<file path="config.mk">
export PLATFORM = sky130hd
export DESIGN_NAME = mem_bus_arbiter_flat
export DESIGN_NICKNAME = d
export VERILOG_FILES = /design/src/rtl/mem_bus_arbiter_if.sv /design/src/rtl/mem_bus_arbiter.sv /design/src/flat_wrapper.sv
export SDC_FILE = /design/constraint.sdc
export NUM_CORES = 1
export LEC_CHECK = 0
export CORE_ASPECT_RATIO = 1.2
export CORE_MARGIN = 2
export CORE_UTILIZATION = 25
export CTS_BUF_LIST = sky130_fd_sc_hd__clkbuf_16
export DETAILED_ROUTE_END_ITERATION = 16
export SYNTH_ARGS = -nofsm -noshare
export SYNTH_HDL_FRONTEND = slang
export SYNTH_SLANG_ARGS = --single-unit
</file>
<file path="constraint.sdc">
create_clock -name clk -period 2 [get_ports clk]
set_input_delay 0.5 -clock clk [delete_from_list [all_inputs] [get_ports clk]]
set_output_delay 0.5 -clock clk [all_outputs]
set_load 0.01 [all_outputs]
</file>
<file path="src/rtl/mem_bus_arbiter_if.sv">
// Signal bundle between the two requesters (C = CPU, D = DMA/debug), the arbiter and the shared bus slave.
// slave: the arbiter itself; master: the requesters and the bus slave that surround it.
interface mem_bus_arbiter_if;
    logic        c_req;
    logic [31:0] c_addr;
    logic [31:0] c_wdata;
    logic [3:0]  c_byteen;
    logic        c_done;
    logic        c_err;
    logic [31:0] c_rdata;

    logic        d_req;
    logic [31:0] d_addr;
    logic [31:0] d_wdata;
    logic [3:0]  d_byteen;
    logic        d_done;
    logic        d_err;
    logic [31:0] d_rdata;

    logic        m_valid;
    logic [31:0] m_addr;
    logic [31:0] m_wdata;
    logic [3:0]  m_byteen;
    logic        m_ready;
    logic [31:0] m_rdata;

    logic        owner;
    logic        busy;

    modport slave (
        input  c_req, c_addr, c_wdata, c_byteen,
        output c_done, c_err, c_rdata,
        input  d_req, d_addr, d_wdata, d_byteen,
        output d_done, d_err, d_rdata,
        output m_valid, m_addr, m_wdata, m_byteen,
        input  m_ready, m_rdata,
        output owner, busy
    );

    modport master (
        output c_req, c_addr, c_wdata, c_byteen,
        input  c_done, c_err, c_rdata,
        output d_req, d_addr, d_wdata, d_byteen,
        input  d_done, d_err, d_rdata,
        input  m_valid, m_addr, m_wdata, m_byteen,
        output m_ready, m_rdata,
        input  owner, busy
    );
endinterface

</file>
<file path="src/rtl/mem_bus_arbiter.sv">
// Two-master arbiter for the shared data-memory bus: latches one request, drives the bus until
// the slave acknowledges or a timeout fires, then returns a one-cycle completion to the winner.
module mem_bus_arbiter #(
    parameter int STARVE_LIMIT = 4,
    parameter int TIMEOUT      = 15
) (
    input  logic               clk,
    input  logic               reset,
    mem_bus_arbiter_if.slave   bus
);

    localparam int SW = $clog2(STARVE_LIMIT + 1);
    localparam int WW = $clog2(TIMEOUT + 1);

    typedef enum logic [1:0] {
        IDLE,
        BUSY,
        RESP
    } state_t;

    state_t      r_state;
    logic [SW-1:0] r_starve_cnt;
    logic [WW-1:0] r_wait_cnt;
    logic        r_owner;
    logic        r_busy;
    logic        r_m_valid;
    logic [31:0] r_m_addr;
    logic [31:0] r_m_wdata;
    logic [3:0]  r_m_byteen;
    logic        r_c_done;
    logic        r_c_err;
    logic [31:0] r_c_rdata;
    logic        r_d_done;
    logic        r_d_err;
    logic [31:0] r_d_rdata;

    logic        w_any_req;
    logic        w_grant_d;
    logic        w_starved;
    logic [SW-1:0] w_starve_next;
    logic        w_timeout;
    logic        w_finish;
    logic [31:0] w_rsp_data;

    assign w_any_req = bus.c_req | bus.d_req;
    assign w_starved = (r_starve_cnt == SW'(STARVE_LIMIT));
    assign w_grant_d = bus.d_req & (~bus.c_req | w_starved);

    // Only C wins while D waits advance the counter; any other grant resets it.
    always_comb begin
        w_starve_next = '0;
        if (!w_grant_d && bus.d_req) begin
            w_starve_next = w_starved ? r_starve_cnt : r_starve_cnt + SW'(1);
        end
    end

    assign w_timeout  = (r_wait_cnt == WW'(TIMEOUT));
    assign w_finish   = bus.m_ready | w_timeout;
    assign w_rsp_data = bus.m_ready ? bus.m_rdata : '0;

    always_ff @(posedge clk or negedge reset) begin
        if (!reset) begin
            r_state      <= IDLE;
            r_starve_cnt <= '0;
            r_wait_cnt   <= '0;
            r_owner      <= 1'b0;
            r_busy       <= 1'b0;
            r_m_valid    <= 1'b0;
            r_m_addr     <= '0;
            r_m_wdata    <= '0;
            r_m_byteen   <= '0;
            r_c_done     <= 1'b0;
            r_c_err      <= 1'b0;
            r_c_rdata    <= '0;
            r_d_done     <= 1'b0;
            r_d_err      <= 1'b0;
            r_d_rdata    <= '0;
        end else begin
            case (r_state)
                IDLE: begin
                    if (w_any_req) begin
                        r_state      <= BUSY;
                        r_owner      <= w_grant_d;
                        r_starve_cnt <= w_starve_next;
                        r_m_addr     <= w_grant_d ? bus.d_addr   : bus.c_addr;
                        r_m_wdata    <= w_grant_d ? bus.d_wdata  : bus.c_wdata;
                        r_m_byteen   <= w_grant_d ? bus.d_byteen : bus.c_byteen;
                        r_m_valid    <= 1'b1;
                        r_busy       <= 1'b1;
                        r_wait_cnt   <= WW'(1);
                    end
                end
                BUSY: begin
                    // wait_cnt holds the index of the BUSY cycle being closed by this edge.
                    if (w_finish) begin
                        r_state    <= RESP;
                        r_m_valid  <= 1'b0;
                        r_wait_cnt <= '0;
                        if (r_owner) begin
                            r_d_done  <= 1'b1;
                            r_d_err   <= ~bus.m_ready;
                            r_d_rdata <= w_rsp_data;
                        end else begin
                            r_c_done  <= 1'b1;
                            r_c_err   <= ~bus.m_ready;
                            r_c_rdata <= w_rsp_data;
                        end
                    end else begin
                        r_wait_cnt <= r_wait_cnt + WW'(1);
                    end
                end
                RESP: begin
                    r_state   <= IDLE;
                    r_busy    <= 1'b0;
                    r_c_done  <= 1'b0;
                    r_c_err   <= 1'b0;
                    r_c_rdata <= '0;
                    r_d_done  <= 1'b0;
                    r_d_err   <= 1'b0;
                    r_d_rdata <= '0;
                end
                default: begin
                    r_state <= IDLE;
                end
            endcase
        end
    end

    assign bus.m_valid  = r_m_valid;
    assign bus.m_addr   = r_m_addr;
    assign bus.m_wdata  = r_m_wdata;
    assign bus.m_byteen = r_m_byteen;
    assign bus.c_done   = r_c_done;
    assign bus.c_err    = r_c_err;
    assign bus.c_rdata  = r_c_rdata;
    assign bus.d_done   = r_d_done;
    assign bus.d_err    = r_d_err;
    assign bus.d_rdata  = r_d_rdata;
    assign bus.owner    = r_owner;
    assign bus.busy     = r_busy;

endmodule

</file>
<file path="src/flat_wrapper.sv">
// flat-port wrapper written by rule: the top's interface ports become plain ports
module mem_bus_arbiter_flat 
#(
    parameter int STARVE_LIMIT = 4,
    parameter int TIMEOUT      = 15
)
  (clk, reset, bus_c_req, bus_c_addr, bus_c_wdata, bus_c_byteen, bus_c_done, bus_c_err, bus_c_rdata, bus_d_req, bus_d_addr, bus_d_wdata, bus_d_byteen, bus_d_done, bus_d_err, bus_d_rdata, bus_m_valid, bus_m_addr, bus_m_wdata, bus_m_byteen, bus_m_ready, bus_m_rdata, bus_owner, bus_busy);
  mem_bus_arbiter_if bus_i ();
  input  logic clk;
  input  logic reset;
  input wire logic [$bits(bus_i.c_req)-1:0] bus_c_req;
  input wire logic [$bits(bus_i.c_addr)-1:0] bus_c_addr;
  input wire logic [$bits(bus_i.c_wdata)-1:0] bus_c_wdata;
  input wire logic [$bits(bus_i.c_byteen)-1:0] bus_c_byteen;
  output wire logic [$bits(bus_i.c_done)-1:0] bus_c_done;
  output wire logic [$bits(bus_i.c_err)-1:0] bus_c_err;
  output wire logic [$bits(bus_i.c_rdata)-1:0] bus_c_rdata;
  input wire logic [$bits(bus_i.d_req)-1:0] bus_d_req;
  input wire logic [$bits(bus_i.d_addr)-1:0] bus_d_addr;
  input wire logic [$bits(bus_i.d_wdata)-1:0] bus_d_wdata;
  input wire logic [$bits(bus_i.d_byteen)-1:0] bus_d_byteen;
  output wire logic [$bits(bus_i.d_done)-1:0] bus_d_done;
  output wire logic [$bits(bus_i.d_err)-1:0] bus_d_err;
  output wire logic [$bits(bus_i.d_rdata)-1:0] bus_d_rdata;
  output wire logic [$bits(bus_i.m_valid)-1:0] bus_m_valid;
  output wire logic [$bits(bus_i.m_addr)-1:0] bus_m_addr;
  output wire logic [$bits(bus_i.m_wdata)-1:0] bus_m_wdata;
  output wire logic [$bits(bus_i.m_byteen)-1:0] bus_m_byteen;
  input wire logic [$bits(bus_i.m_ready)-1:0] bus_m_ready;
  input wire logic [$bits(bus_i.m_rdata)-1:0] bus_m_rdata;
  output wire logic [$bits(bus_i.owner)-1:0] bus_owner;
  output wire logic [$bits(bus_i.busy)-1:0] bus_busy;
  assign bus_i.c_req = bus_c_req;
  assign bus_i.c_addr = bus_c_addr;
  assign bus_i.c_wdata = bus_c_wdata;
  assign bus_i.c_byteen = bus_c_byteen;
  assign bus_c_done = bus_i.c_done;
  assign bus_c_err = bus_i.c_err;
  assign bus_c_rdata = bus_i.c_rdata;
  assign bus_i.d_req = bus_d_req;
  assign bus_i.d_addr = bus_d_addr;
  assign bus_i.d_wdata = bus_d_wdata;
  assign bus_i.d_byteen = bus_d_byteen;
  assign bus_d_done = bus_i.d_done;
  assign bus_d_err = bus_i.d_err;
  assign bus_d_rdata = bus_i.d_rdata;
  assign bus_m_valid = bus_i.m_valid;
  assign bus_m_addr = bus_i.m_addr;
  assign bus_m_wdata = bus_i.m_wdata;
  assign bus_m_byteen = bus_i.m_byteen;
  assign bus_i.m_ready = bus_m_ready;
  assign bus_i.m_rdata = bus_m_rdata;
  assign bus_owner = bus_i.owner;
  assign bus_busy = bus_i.busy;
  mem_bus_arbiter #(.STARVE_LIMIT(STARVE_LIMIT), .TIMEOUT(TIMEOUT)) u_core (.clk(clk), .reset(reset), .bus(bus_i));
endmodule
</file>
==> results.sh <==
export IMPL_grt_pass1_vias=6334
export IMPL_dieArea_um2=28800
export IMPL_drt_first_pass_iters=4
export IMPL_start_util_pct=25.3
export IMPL_ys_ff_latch=148
export IMPL_cap_violations=0
export IMPL_critPathArrivalTime_ns=2.22
export IMPL_outcome="completed"
export IMPL_drive_above_1_share_pct=14.1
export IMPL_finalWirelength_um=23500
export IMPL_synth_edf_count=0
export IMPL_finClkSkew_ns=0.00874
export IMPL_cts_max_level=4
export IMPL_slew_headroom_pct=54.2
export IMPL_wl_per_cell_um=17.9
export IMPL_hold_class="primary input to asynchronous set/reset pin"
export IMPL_dp_hpwl_um=16400
export IMPL_startpoint_type="flop"
export IMPL_finalNonFillerCells=1311
export IMPL_p_sw_share_pct=36.7
export IMPL_ys_flop_type="dfrtp_1"
export IMPL_setup_ws_ns=0.0791
export IMPL_fmax_mhz=521
export IMPL_holdBufCountCts=0
export IMPL_synth_fp_nets=824
export IMPL_cts_root_buffer="clkbuf_16"
export IMPL_n_antenna_cell=0
export IMPL_fin_nets=1138
export IMPL_min_period_ns=1.92
export IMPL_setup_viol=0
export IMPL_ir_drop_v=0.000733
export IMPL_overflow=0
export IMPL_clock_latency_ns=0.41
export IMPL_p_per_area_nw_per_um2=1540
export IMPL_worstSetupEndpointType="flop"
export IMPL_hold_viol_final=0
export IMPL_post_synth_inst_count=644
export IMPL_core_area_um2=27100
export IMPL_io_pins=312
export IMPL_p_clk_share_pct=18.3
export IMPL_io_buffers=311
export IMPL_yosys_warnings=0
export IMPL_ant_nets=0
export IMPL_grt_total_usage_pct=15.8
export IMPL_clkTransAtPathRegs_ns=0.07
export IMPL_tightest_slew_ns=0.685
export IMPL_tritoncts_num_buffers=17
export IMPL_cts_sinks=148
export IMPL_p_comb_share_pct=52.5
export IMPL_fp_row_count=66
export IMPL_cp_max_fo=8
export IMPL_slew_violations=0
export IMPL_ys_seq_area_share_pct=54.0
export IMPL_dp_slack_ns=-0.498
export IMPL_grt_max_degree=49
export IMPL_cts_path_max_buffers=2
export IMPL_p_sw_mw=6.36
export IMPL_synth_distinct_cells=35
export IMPL_syn_cell_area_um2=6860
export IMPL_die_y_um=186
export IMPL_grt_first_pass_wirelength_um=35700
export IMPL_via_count=6197
export IMPL_power_leakage_nw=4.65
export IMPL_finalCritPeriodShare_pct=96.0
export IMPL_required_ns=2.30
export IMPL_synth_avg_cell_area_um2=10.7
export IMPL_p_int_mw=11.0
export IMPL_vias_per_cell=4.73
export IMPL_whs_ns=0.0217
export IMPL_antenna_found_initial=0
export IMPL_die_x_um=155
export IMPL_setup_worst_path_class="flop to flop"
export IMPL_first_iter_violations=165
export IMPL_dp_cells=1273
export IMPL_cts_tree="done"
export IMPL_synthArstFlopShare_pct=100
export IMPL_tns_ns=0
export IMPL_place_gp_congestion=0.744
export IMPL_pwr_share_seq_pct=29.1
export IMPL_area_growth_pct=63.7
export IMPL_drc=0
==> power by group through the flow <==
stage	combinational, mW	clock [mW]	sequential (mW)
CTS	8.77	3.29	5.07
global placement	8.68	0	5.07
finish	9.10	3.17	5.05
floorplan	3.94	0	5.56
global route	9.84	3.44	5.22
detailed placement	8.75	0	5.11
==> sequential cells by signal, summed over array words and instances, names as in the netlist <==
name / cells
u_core.r_state: 2
u_core.bus.d_err: 1
u_core.bus.m_valid: 1
u_core.bus.c_err: 1
u_core.bus.m_wdata: 32
u_core.bus.c_done: 1
u_core.bus.m_addr: 32
u_core.bus.m_byteen: 4
u_core.bus.d_done: 1
u_core.bus.d_rdata: 32
u_core.r_wait_cnt: 4
u_core.r_starve_cnt: 3
u_core.bus.owner: 1
u_core.bus.busy: 1
u_core.bus.c_rdata: 32
==> stage by stage <==
stage	area, um2	util, %	power (mW)
finish	11200	41.5	17.3
global route	11200	41.5	18.5
CTS	11100	41.1	17.1
detailed placement	10600	39.0	13.9
global placement	10600	39.0	13.8
floorplan	6870	-	9.50
==> cells in the mapped netlist, types with 2 or more instances <==
| master | number | share of area, % |
|---|---|---|
| a22o_1 | 2 | 0.26 |
| buf_1 | 5 | 0.27 |
| nor2_1 | 6 | 0.33 |
| nand4_1 | 68 | 6.2 |
| ha_1 | 7 | 1.3 |
| and2_1 | 33 | 3.0 |
| buf_2 | 5 | 0.36 |
| nand2b_1 | 3 | 0.27 |
| mux2_1 | 20 | 3.3 |
| nand2_1 | 140 | 7.7 |
| nand3_1 | 3 | 0.22 |
| nor2b_1 | 2 | 0.18 |
| a221oi_4 | 2 | 0.77 |
| o21a_1 | 2 | 0.22 |
| o211ai_1 | 68 | 7.4 |
| mux2i_1 | 3 | 0.44 |
| o21ai_0 | 7 | 0.51 |
| dfrtp_1 | 148 | 54 |
| clkbuf_1 | 40 | 2.2 |
| buf_6 | 7 | 1.1 |
| inv_1 | 10 | 0.55 |
| a21oi_1 | 4 | 0.29 |
| mux2_2 | 47 | 7.7 |
==> worst max-delay path: stages, from the launching register on <==
cell and delay [ns]:
dfrtp_1 0.37, inv_1 0.06, buf_4 0.13, ha_2 0.30, inv_2 0.05, a221oi_4 0.18, buf_6 0.19, clkbuf_16 0.18
mux2_2 0.33
==> cell usage in the layout, fill, tap and decap left out, drive strengths merged, types with 3 or more instances in the layout <==
cell	count
a21oi	4
nand2	140
mux2	67
clkinv	3
buf	42
mux2i	3
o211ai	68
nand2b	3
clkdlybuf4s50	307
and2	33
nor2	6
nand4	68
dfrtp	148
o21ai	8
clkbuf	19
ha	7
inv	19
nand3	3
==> worst paths after layout <==
path	start	end	slack [ns]	cells past startpoint
worst max register to register	u_core.r_state[0]	u_core.bus.d_rdata[15]	0.08	8
min in group clk	bus_d_req	u_core.r_starve_cnt[2]	0.48	3
worst max-delay path	u_core.r_state[0]	u_core.bus.d_rdata[15]	0.08	8
worst min register to register	u_core.bus.c_rdata[31]	u_core.bus.c_rdata[31]	0.49	1
max in group asynchronous	reset	u_core.bus.m_wdata[22]	1.37	2
worst min-delay path	reset	u_core.bus.c_rdata[8]	0.02	1
==> kinds of logic after synthesis <==
group | after synthesis | share of synthesized area (%)
simple gates | 258 | 18.3
mux | 70 | 11.4
buf+inv | 68 | 4.63
fa+ha+maj | 7 | 1.28
compound gates | 93 | 10.4
flops | 148 | 54.0
==> area by class of cell <==
| class | instances | area [um2] |
|---|---|---|
| fillers | 2682 | 15900 |
| repair buffers | 353 | 3630 |
| clock buffers | 17 | 425 |
| clock inverters | 15 | 143 |
| multi-input cells | 428 | 2870 |
| inverters | 10 | 37.5 |
| flip-flops and latches | 148 | 3700 |
| well taps | 340 | 425 |
==> layer usage <==
layer / wire [um] / global-route usage [%]
met1: 10300 / 20.0
met2: 11200 / 26.5
met4: 308 / 4.22
met3: 1630 / 4.77
met5: 0 / 0
==> timing repair <==
item                                    in CTS  in global routing
buffers inserted                             0                  2
endpoints found under the setup margin      65                 61
cloned                                       0                  4
gates resized for setup                      2                  5
No activity file was read; power rests on OpenSTA's default activity.
